`src/rtl/dmem_pkg.sv`:
```
// dmem_pkg: shared types and lane helpers for the data-memory access unit.
// Holds the access-size encoding, the FSM state enum and the lane-mask constants.
package dmem_pkg;

    typedef enum logic [1:0] {
        SIZE_BYTE = 2'b00,
        SIZE_HALF = 2'b01,
        SIZE_WORD = 2'b10,
        SIZE_RSVD = 2'b11
    } size_e;

    typedef enum logic {
        IDLE  = 1'b0,
        MERGE = 1'b1
    } state_e;

    localparam logic [31:0] LANE_MASK_BYTE = 32'h0000_00FF;
    localparam logic [31:0] LANE_MASK_HALF = 32'h0000_FFFF;
    localparam logic [31:0] LANE_MASK_WORD = 32'hFFFF_FFFF;

    // Bit offset of the addressed lane inside a little-endian 32-bit word.
    function automatic logic [4:0] lane_shift(input size_e size, input logic [1:0] off);
        case (size)
            SIZE_BYTE: lane_shift = {off, 3'b000};
            SIZE_HALF: lane_shift = {off[1], 4'b0000};
            default:   lane_shift = 5'd0;
        endcase
    endfunction

    // Right-aligned mask covering one lane of the given size.
    function automatic logic [31:0] lane_mask(input size_e size);
        case (size)
            SIZE_BYTE: lane_mask = LANE_MASK_BYTE;
            SIZE_HALF: lane_mask = LANE_MASK_HALF;
            default:   lane_mask = LANE_MASK_WORD;
        endcase
    endfunction

    // Without sub-word support every non-word size is reported as an error.
    function automatic logic is_misaligned(input size_e size, input logic [1:0] off,
                                           input logic subword_en);
        case (size)
            SIZE_BYTE: is_misaligned = !subword_en;
            SIZE_HALF: is_misaligned = !subword_en || off[0];
            SIZE_WORD: is_misaligned = (off != 2'b00);
            default:   is_misaligned = 1'b1;
        endcase
    endfunction

endpackage

```
`src/rtl/dmem_lane_align.sv`:
```
// dmem_lane_align: purely combinational lane handling.
// Load side extracts and extends a byte/half from a RAM word; store side
// replaces one lane of a previously read word with new data.
module dmem_lane_align
    import dmem_pkg::*;
(
    input  logic [31:0] ld_word,
    input  size_e       ld_size,
    input  logic        ld_signed,
    input  logic [1:0]  ld_off,
    output logic [31:0] ld_data,
    input  logic [31:0] st_word,
    input  size_e       st_size,
    input  logic [1:0]  st_off,
    input  logic [31:0] st_wdata,
    output logic [31:0] st_merged
);

    logic [7:0]  ld_byte;
    logic [15:0] ld_half;
    logic [31:0] st_mask;
    logic [4:0]  st_shift;

    // Pick the addressed lane and zero- or sign-extend it to 32 bits.
    always_comb begin
        ld_byte = ld_word[{ld_off, 3'b000} +: 8];
        ld_half = ld_word[{ld_off[1], 4'b0000} +: 16];
        case (ld_size)
            SIZE_BYTE: ld_data = {{24{ld_signed & ld_byte[7]}}, ld_byte};
            SIZE_HALF: ld_data = {{16{ld_signed & ld_half[15]}}, ld_half};
            default:   ld_data = ld_word;
        endcase
    end

    // Keep the untouched lanes of the old word and drop the new data into the target lane.
    always_comb begin
        st_shift  = lane_shift(st_size, st_off);
        st_mask   = lane_mask(st_size) << st_shift;
        st_merged = (st_word & ~st_mask) | ((st_wdata << st_shift) & st_mask);
    end

endmodule

```
`src/rtl/dmem_access.sv`:
```
// dmem_access: load/store unit between a request port and a single-port RAM.
// Sub-word stores use a read-modify-write through the MERGE state.
// Build option: define DMEM_SUBWORD_EN to enable byte and half accesses;
// without it only aligned word accesses succeed and MERGE is never entered.
module dmem_access
    import dmem_pkg::*;
#(
    parameter int ADDR_W = 25
) (
    input  logic              clk,
    input  logic              rst,
    input  logic              req_valid,
    output logic              req_ready,
    input  logic              req_we,
    input  logic [1:0]        req_size,
    input  logic              req_signed,
    input  logic [ADDR_W-1:0] req_addr,
    input  logic [31:0]       req_wdata,
    output logic              resp_valid,
    output logic [31:0]       resp_rdata,
    output logic              resp_err,
    output logic [ADDR_W-1:0] daddr,
    output logic              mwe,
    output logic [31:0]       res,
    input  logic [31:0]       memdata
);

`ifdef DMEM_SUBWORD_EN
    localparam logic SUBWORD_EN = 1'b1;
`else
    localparam logic SUBWORD_EN = 1'b0;
`endif

    state_e            state, state_n;
    logic [ADDR_W-1:0] lat_addr;
    size_e             lat_size;
    logic [31:0]       lat_wdata;
    logic [31:0]       lat_word;

    size_e       req_size_e;
    logic        req_err;
    logic        latch_en;
    logic        resp_fire;
    logic        resp_err_n;
    logic [31:0] resp_rdata_n;
    logic        mwe_int;
    logic [31:0] ld_data;
    logic [31:0] st_merged;

    assign req_size_e = size_e'(req_size);

    // RAM writes are suppressed for as long as reset is held.
    assign mwe = mwe_int & rst;

    dmem_lane_align u_lane_align (
        .ld_word   (memdata),
        .ld_size   (req_size_e),
        .ld_signed (req_signed),
        .ld_off    (req_addr[1:0]),
        .ld_data   (ld_data),
        .st_word   (lat_word),
        .st_size   (lat_size),
        .st_off    (lat_addr[1:0]),
        .st_wdata  (lat_wdata),
        .st_merged (st_merged)
    );

    // Next state, RAM controls and the response to register at the next edge.
    always_comb begin
        state_n      = state;
        req_ready    = 1'b0;
        daddr        = req_addr;
        mwe_int      = 1'b0;
        res          = req_wdata;
        latch_en     = 1'b0;
        resp_fire    = 1'b0;
        resp_err_n   = 1'b0;
        resp_rdata_n = 32'h0;
        req_err      = is_misaligned(req_size_e, req_addr[1:0], SUBWORD_EN);
        case (state)
            IDLE: begin
                req_ready = 1'b1;
                if (req_valid) begin
                    if (req_err) begin
                        resp_fire  = 1'b1;
                        resp_err_n = 1'b1;
                    end else if (!req_we) begin
                        resp_fire    = 1'b1;
                        resp_rdata_n = ld_data;
                    end else if (req_size_e == SIZE_WORD) begin
                        mwe_int   = 1'b1;
                        resp_fire = 1'b1;
                    end
`ifdef DMEM_SUBWORD_EN
                    else begin
                        latch_en = 1'b1;
                        state_n  = MERGE;
                    end
`endif
                end
            end
            MERGE: begin
                daddr     = lat_addr;
                mwe_int   = 1'b1;
                res       = st_merged;
                resp_fire = 1'b1;
                state_n   = IDLE;
            end
            default: state_n = IDLE;
        endcase
    end

    // State, read-modify-write latches and the registered response.
    always_ff @(posedge clk or negedge rst) begin
        if (!rst) begin
            state      <= IDLE;
            lat_addr   <= '0;
            lat_size   <= SIZE_BYTE;
            lat_wdata  <= 32'h0;
            lat_word   <= 32'h0;
            resp_valid <= 1'b0;
            resp_rdata <= 32'h0;
            resp_err   <= 1'b0;
        end else begin
            state      <= state_n;
            resp_valid <= resp_fire;
            if (resp_fire) begin
                resp_rdata <= resp_rdata_n;
                resp_err   <= resp_err_n;
            end
            if (latch_en) begin
                lat_addr  <= req_addr;
                lat_size  <= req_size_e;
                lat_wdata <= req_wdata;
                lat_word  <= memdata;
            end
        end
    end

endmodule

```
`config.mk`:
```
export PLATFORM = sky130hd
export DESIGN_NAME = dmem_access
export DESIGN_NICKNAME = d
export VERILOG_FILES = /design/src/rtl/dmem_pkg.sv /design/src/rtl/dmem_lane_align.sv /design/src/rtl/dmem_access.sv
export SDC_FILE = /design/constraint.sdc
export NUM_CORES = 1
export LEC_CHECK = 0
export ABC_AREA = 1
export CAP_MARGIN = 5
export CORE_MARGIN = 8
export CORE_UTILIZATION = 38
export DETAILED_ROUTE_END_ITERATION = 12
export HOLD_SLACK_MARGIN = 0.15
export PLACE_DENSITY = 0.76
export SETUP_SLACK_MARGIN = 0.02
export SYNTH_ARGS = -nofsm -noshare
export SYNTH_HDL_FRONTEND = slang
export SYNTH_HIERARCHICAL = 1
export SYNTH_SLANG_ARGS = --single-unit
```
`constraint.sdc`:
```
create_clock -name clk -period 0.8 [get_ports clk]
set_clock_uncertainty 0.05 [all_clocks]
set_input_delay 0.24 -clock clk [delete_from_list [all_inputs] [get_ports clk]]
set_output_delay 0.24 -clock clk [all_outputs]
set_load 0.03 [all_outputs]
```
==> Word level (Yosys, flattened, before mapping) <==
Index checks and enable logic that the tools add are counted.
{ "totals": {"register_bits": 34, "inputBits": 96, "wordCells": 26, "out_inout_bits": 93} }
{ "op_classes": {"shifts": 2, "bitwise": 3, "n_reduce_logical": 2, "n_eq_ne": 2, "mux": 14} }
{ "op_table": {"columns": ["cell", "count"], "rows": [
  ["two-way mux 32 bit", 3],
  ["case mux 32 bit (2 select lines)", 1],
  ["indexed part select 32 x 6 -> 16 bit", 1],
  ["indexed part select 32 x 6 -> 8 bit", 1],
  ["two-way mux 1 bit", 10],
  ["AND 1 bit", 3],
  ["equality test 2 x 1 -> 1 bit (second input constant)", 1],
  ["equality test 2 bit (second input constant)", 1],
  ["logical NOT 2 bit", 1],
  ["nonzero test 2 bit", 1]
]} }

==> Logic depth before layout (Yosys ltp) <==
{ "logic_depth": {"word_depth": 6, "depth_mapped": 13, "depth_no_buf": 11} }

==> Modules after synthesis <==
Netlist, hierarchy kept.
{ "by_module_without_submodules": {"columns": ["mod", "instances", "seq_area_each_um2", "cells_per_inst", "area_per_inst_um2"], "rows": [
  ["dmem_access", 1, 850.8, 282, 2093.3],
  ["dmem_lane_align", 1, 0.0, 356, 1721.7]
]} }

==> Worst setup path after synthesis <==
Ideal clock, no wire load.
{ "synth_timing": {"path_kind": "input-to-reg", "startpoint": "input port req_size[1]", "endpoint": "register resp_rdata[17]", "setup_slack_ns": -0.608, "cell_stages": 11, "path_buffers": 2, "required_time_ns": 0.685, "t_arrival_ns": 1.292, "setup_ns": 0.065, "path_cell_list": "buf_6 -> nor3b_4 -> nand2_2 -> nand2_2 -> nand2_4 -> buf_6 -> nand3_2 -> inv_1 -> nor2_1 -> nand2_1 -> nand2_1"} }
{ "synth_between": {"elab_chain_len": 5, "elab_cells_between_ends": 12, "classes_between": "eq/ne (2); mux (9); reduce/logical (1)"} }
{ "synth_rtl": {"columns": ["element", "line", "source"], "rows": [
  ["from (decl)", "dmem_access.sv:15", "input logic [1:0] req_size,"],
  ["equality test 2 x 1 -> 1 bit or logical NOT 2 bit (tied branches)", "dmem_lane_align.sv:28", "case (ld_size)"],
  ["case mux 32 bit (2 select lines) *", "dmem_lane_align.sv:28", null],
  ["net ld_data[17]", "dmem_access.sv:47", "logic [31:0] ld_data;"],
  ["two-way mux 32 bit *", "dmem_access.sv:87", "end else if (!req_we) begin"],
  ["two-way mux 32 bit *", "dmem_access.sv:84", "if (req_err) begin"],
  ["two-way mux 32 bit *", "dmem_access.sv:83", "if (req_valid) begin"],
  ["to (signal assigned)", "dmem_access.sv:128", "resp_rdata <= resp_rdata_n;"],
  ["to (decl)", "dmem_access.sv:20", "output logic [31:0] resp_rdata,"]
]} }
Mark *: on every way through the listed nets, which the timed path passes. The rest lies on a longest branch.
A chain may end at the register's enable or synchronous reset.

==> Worst setup path in the final report <==
{ "layout_timing": {"startpoint": "input port req_addr[1]", "endpoint": "output port mwe"} }
{ "layout_between": {"elab_chain_len": 5} }
{ "layout_rtl": {"columns": ["element", "line", "source"], "rows": [
  ["from (decl)", "dmem_access.sv:17", "input logic [ADDR_W-1:0] req_addr,"],
  ["nonzero test 2 bit", "dmem_pkg.sv:45", "SIZE_WORD: is_misaligned = (off != 2'b00);"],
  ["two-way mux 1 bit", "dmem_pkg.sv:42", "case (size)"],
  ["two-way mux 1 bit", "dmem_access.sv:84", null],
  ["two-way mux 1 bit", "dmem_access.sv:83", null],
  ["AND 1 bit", "dmem_access.sv:53", "assign mwe = mwe_int & rst;"],
  ["to (decl)", "dmem_access.sv:23", "output logic mwe,"]
]} }
Every way passes these cells.

==> impl_results.md <==
* Period utilisation layout at 149%
* Tmin final at 1.19 ns
* Drt first-iter violations at 252
* WHS at 0.160 ns
* Remaining Overflow, GRT at 0
* Max-Cap Viols at 0
* Syn Area/Cell at 6.50 sq um
* Rows at 31
* I/O pins at 189
* Final setup fails at 68
* Drt drc at 0
* Num CTS Buffers at 5
* Clk_lat worst skew at 0.29 ns
* Mapped Nets at 532
* Clk Tree Root Cell: clkbuf_8
* # port buffers at 77
* Vias post-DR at 2875
* Final Util at 62.7%
* Final HPWL DP at 5980 um
* Status: complete, but fails checks
* Crit path required time at 0.51 ns
* Setup WS pre-CTS at -1.11 ns
* Cell Area, Synth at 2830 sq um
* Failing checks: negative setup slack
* Antenna viol nets, final at 0
* Yosys warns at 6
* Max IR drop VDD at 0.000498 V
* Startpoint Class: primary input
* Layout cells sized above 1 at 50.1%
* Core Region at 7250 sq um
* Worst setup path category: in -> out
* Gate Count Post-Synth at 436
* Setup WS post-layout at -0.393 ns
* All-Layer GR Usage at 18.1%
* Finished Cell Area at 4550 sq um
* Final-report max-slew violation count at 0
* P_leak at 2.66 nW
* Die width at 102 um
* First-pass GRT wire length at 14700 um
* CTS tree: yes
* Vert. Die Dim at 102 um
* Die ar. at 10500 sq um
* WL final at 9760 um
* Drt wl/cell at 15.9 um
* Largest net degree at the start of global routing at 35
* Endpoint type of the worst setup path: primary output
* Filler instances at 590
* H-tree depth at 2
* Final hold viol count at 0
* CTS max path bufs at 2
* CP Max Fanout at 5
* Hold crit path type: in -> async
* Power density of the placed cells at 1020 nW/um^2
* Initial antenna violation count at 1
* RSZ-0062 raised after global routing: yes
* Clock transition at path regs at 0.07 ns
* Final Wtd Congestion at 0.886
* Critical Path AT at 0.90 ns
* Vias in the first global route at 2903
* Via-to-Cell Ratio at 4.69
* Dpl cell area at 3540 sq um
* Pre-antenna DRT Iters at 5
* Clock sink total at 34
* Nets at 608
* Achievable clock frequency at 0.838 GHz
* Area Overhead vs Synth at 60.6%
* Initial Util at 39.1%
path summary, 6_finish.rpt:
path,start,end,slack (ns),cells after the start
max in group asynchronous,rst,resp_err,0.21,2
worst max register to register,resp_rdata[23],resp_rdata[23],-0.21,5
worst max-delay path,req_addr[1],mwe,-0.39,6
worst min register to register,resp_rdata[9],resp_rdata[9],0.45,2
worst min-delay path,rst,resp_rdata[30],0.16,2
min in group clk,req_valid,resp_valid,0.29,2
sequential cells by signal, summed over array words and instances, names as in the netlist:
signal      cells
resp_rdata     32
resp_valid      1
resp_err        1
cells in the final DEF (no fill, tap or decap), drive strengths merged:
cell type      count
conb               1
dlygate4sd2       15
clkbuf             7
diode              1
nor3               1
dlymetal6s2s      14
inv               39
a21oi              1
buf              114
nand3             34
clkdlybuf4s50      2
nor3b              1
dfrtp             34
nand2            208
bufbuf             1
nor2              37
clkdlybuf4s15      1
clkinv             2
a22oi              1
worst max-delay path: stages:
cell and delay (ns):
buf_8 0.11, buf_6 0.12, nor2_4 0.12, nand2_4 0.08, nor2_4 0.09, buf_6 0.13
per-stage QoR:
step	std cells	power [mW]	setup TNS [ns]
finish	613	4.65	-20.98
global route	613	4.87	-23.87
CTS	600	4.49	-20.96
detailed placement	571	2.94	-49.55
global placement	571	2.93	-48.20
floorplan	436	2.93	-16.79
metal layers:
layer	wire length (um)	vias up	global-route usage, %
li1	-	1390	-
met1	3870	1324	21.0
met2	4880	136	30.4
met3	843	25	5.38
met4	152	0	7.67
met5	0	-	0
cell type report:
class	instances	area, sq um	area share [%]
antenna	1	2.50	0.0550
clock buffer	7	86.3	1.90
clock inverter	1	5.00	0.110
inverter	40	160	3.52
multi-input combinational	284	1610	35.4
sequential	34	852	18.7
tap	99	124	2.72
timing repair buffer	147	1710	37.5
power by group:
part | switching [mW] | total (mW) | leakage (nW) | internal (mW)
clock network | 0.646 | 1.34 | 0.0482 | 0.694
registers | 0.0199 | 1.76 | 0.468 | 1.74
logic | 0.833 | 1.55 | 2.14 | 0.717
total | 1.50 | 4.65 | 2.66 | 3.15
repair_timing:
action / CTS / global route
pin swaps: 84 / 58
hold buffers: 0 / 0
gates cloned: 7 / 1
hold endpoints to repair: 0 / 0
buffers inserted: 15 / 11
setup endpoints to repair: 104 / 69
resized for setup: 157 / 81
No activity file was read; power rests on OpenSTA's default activity.
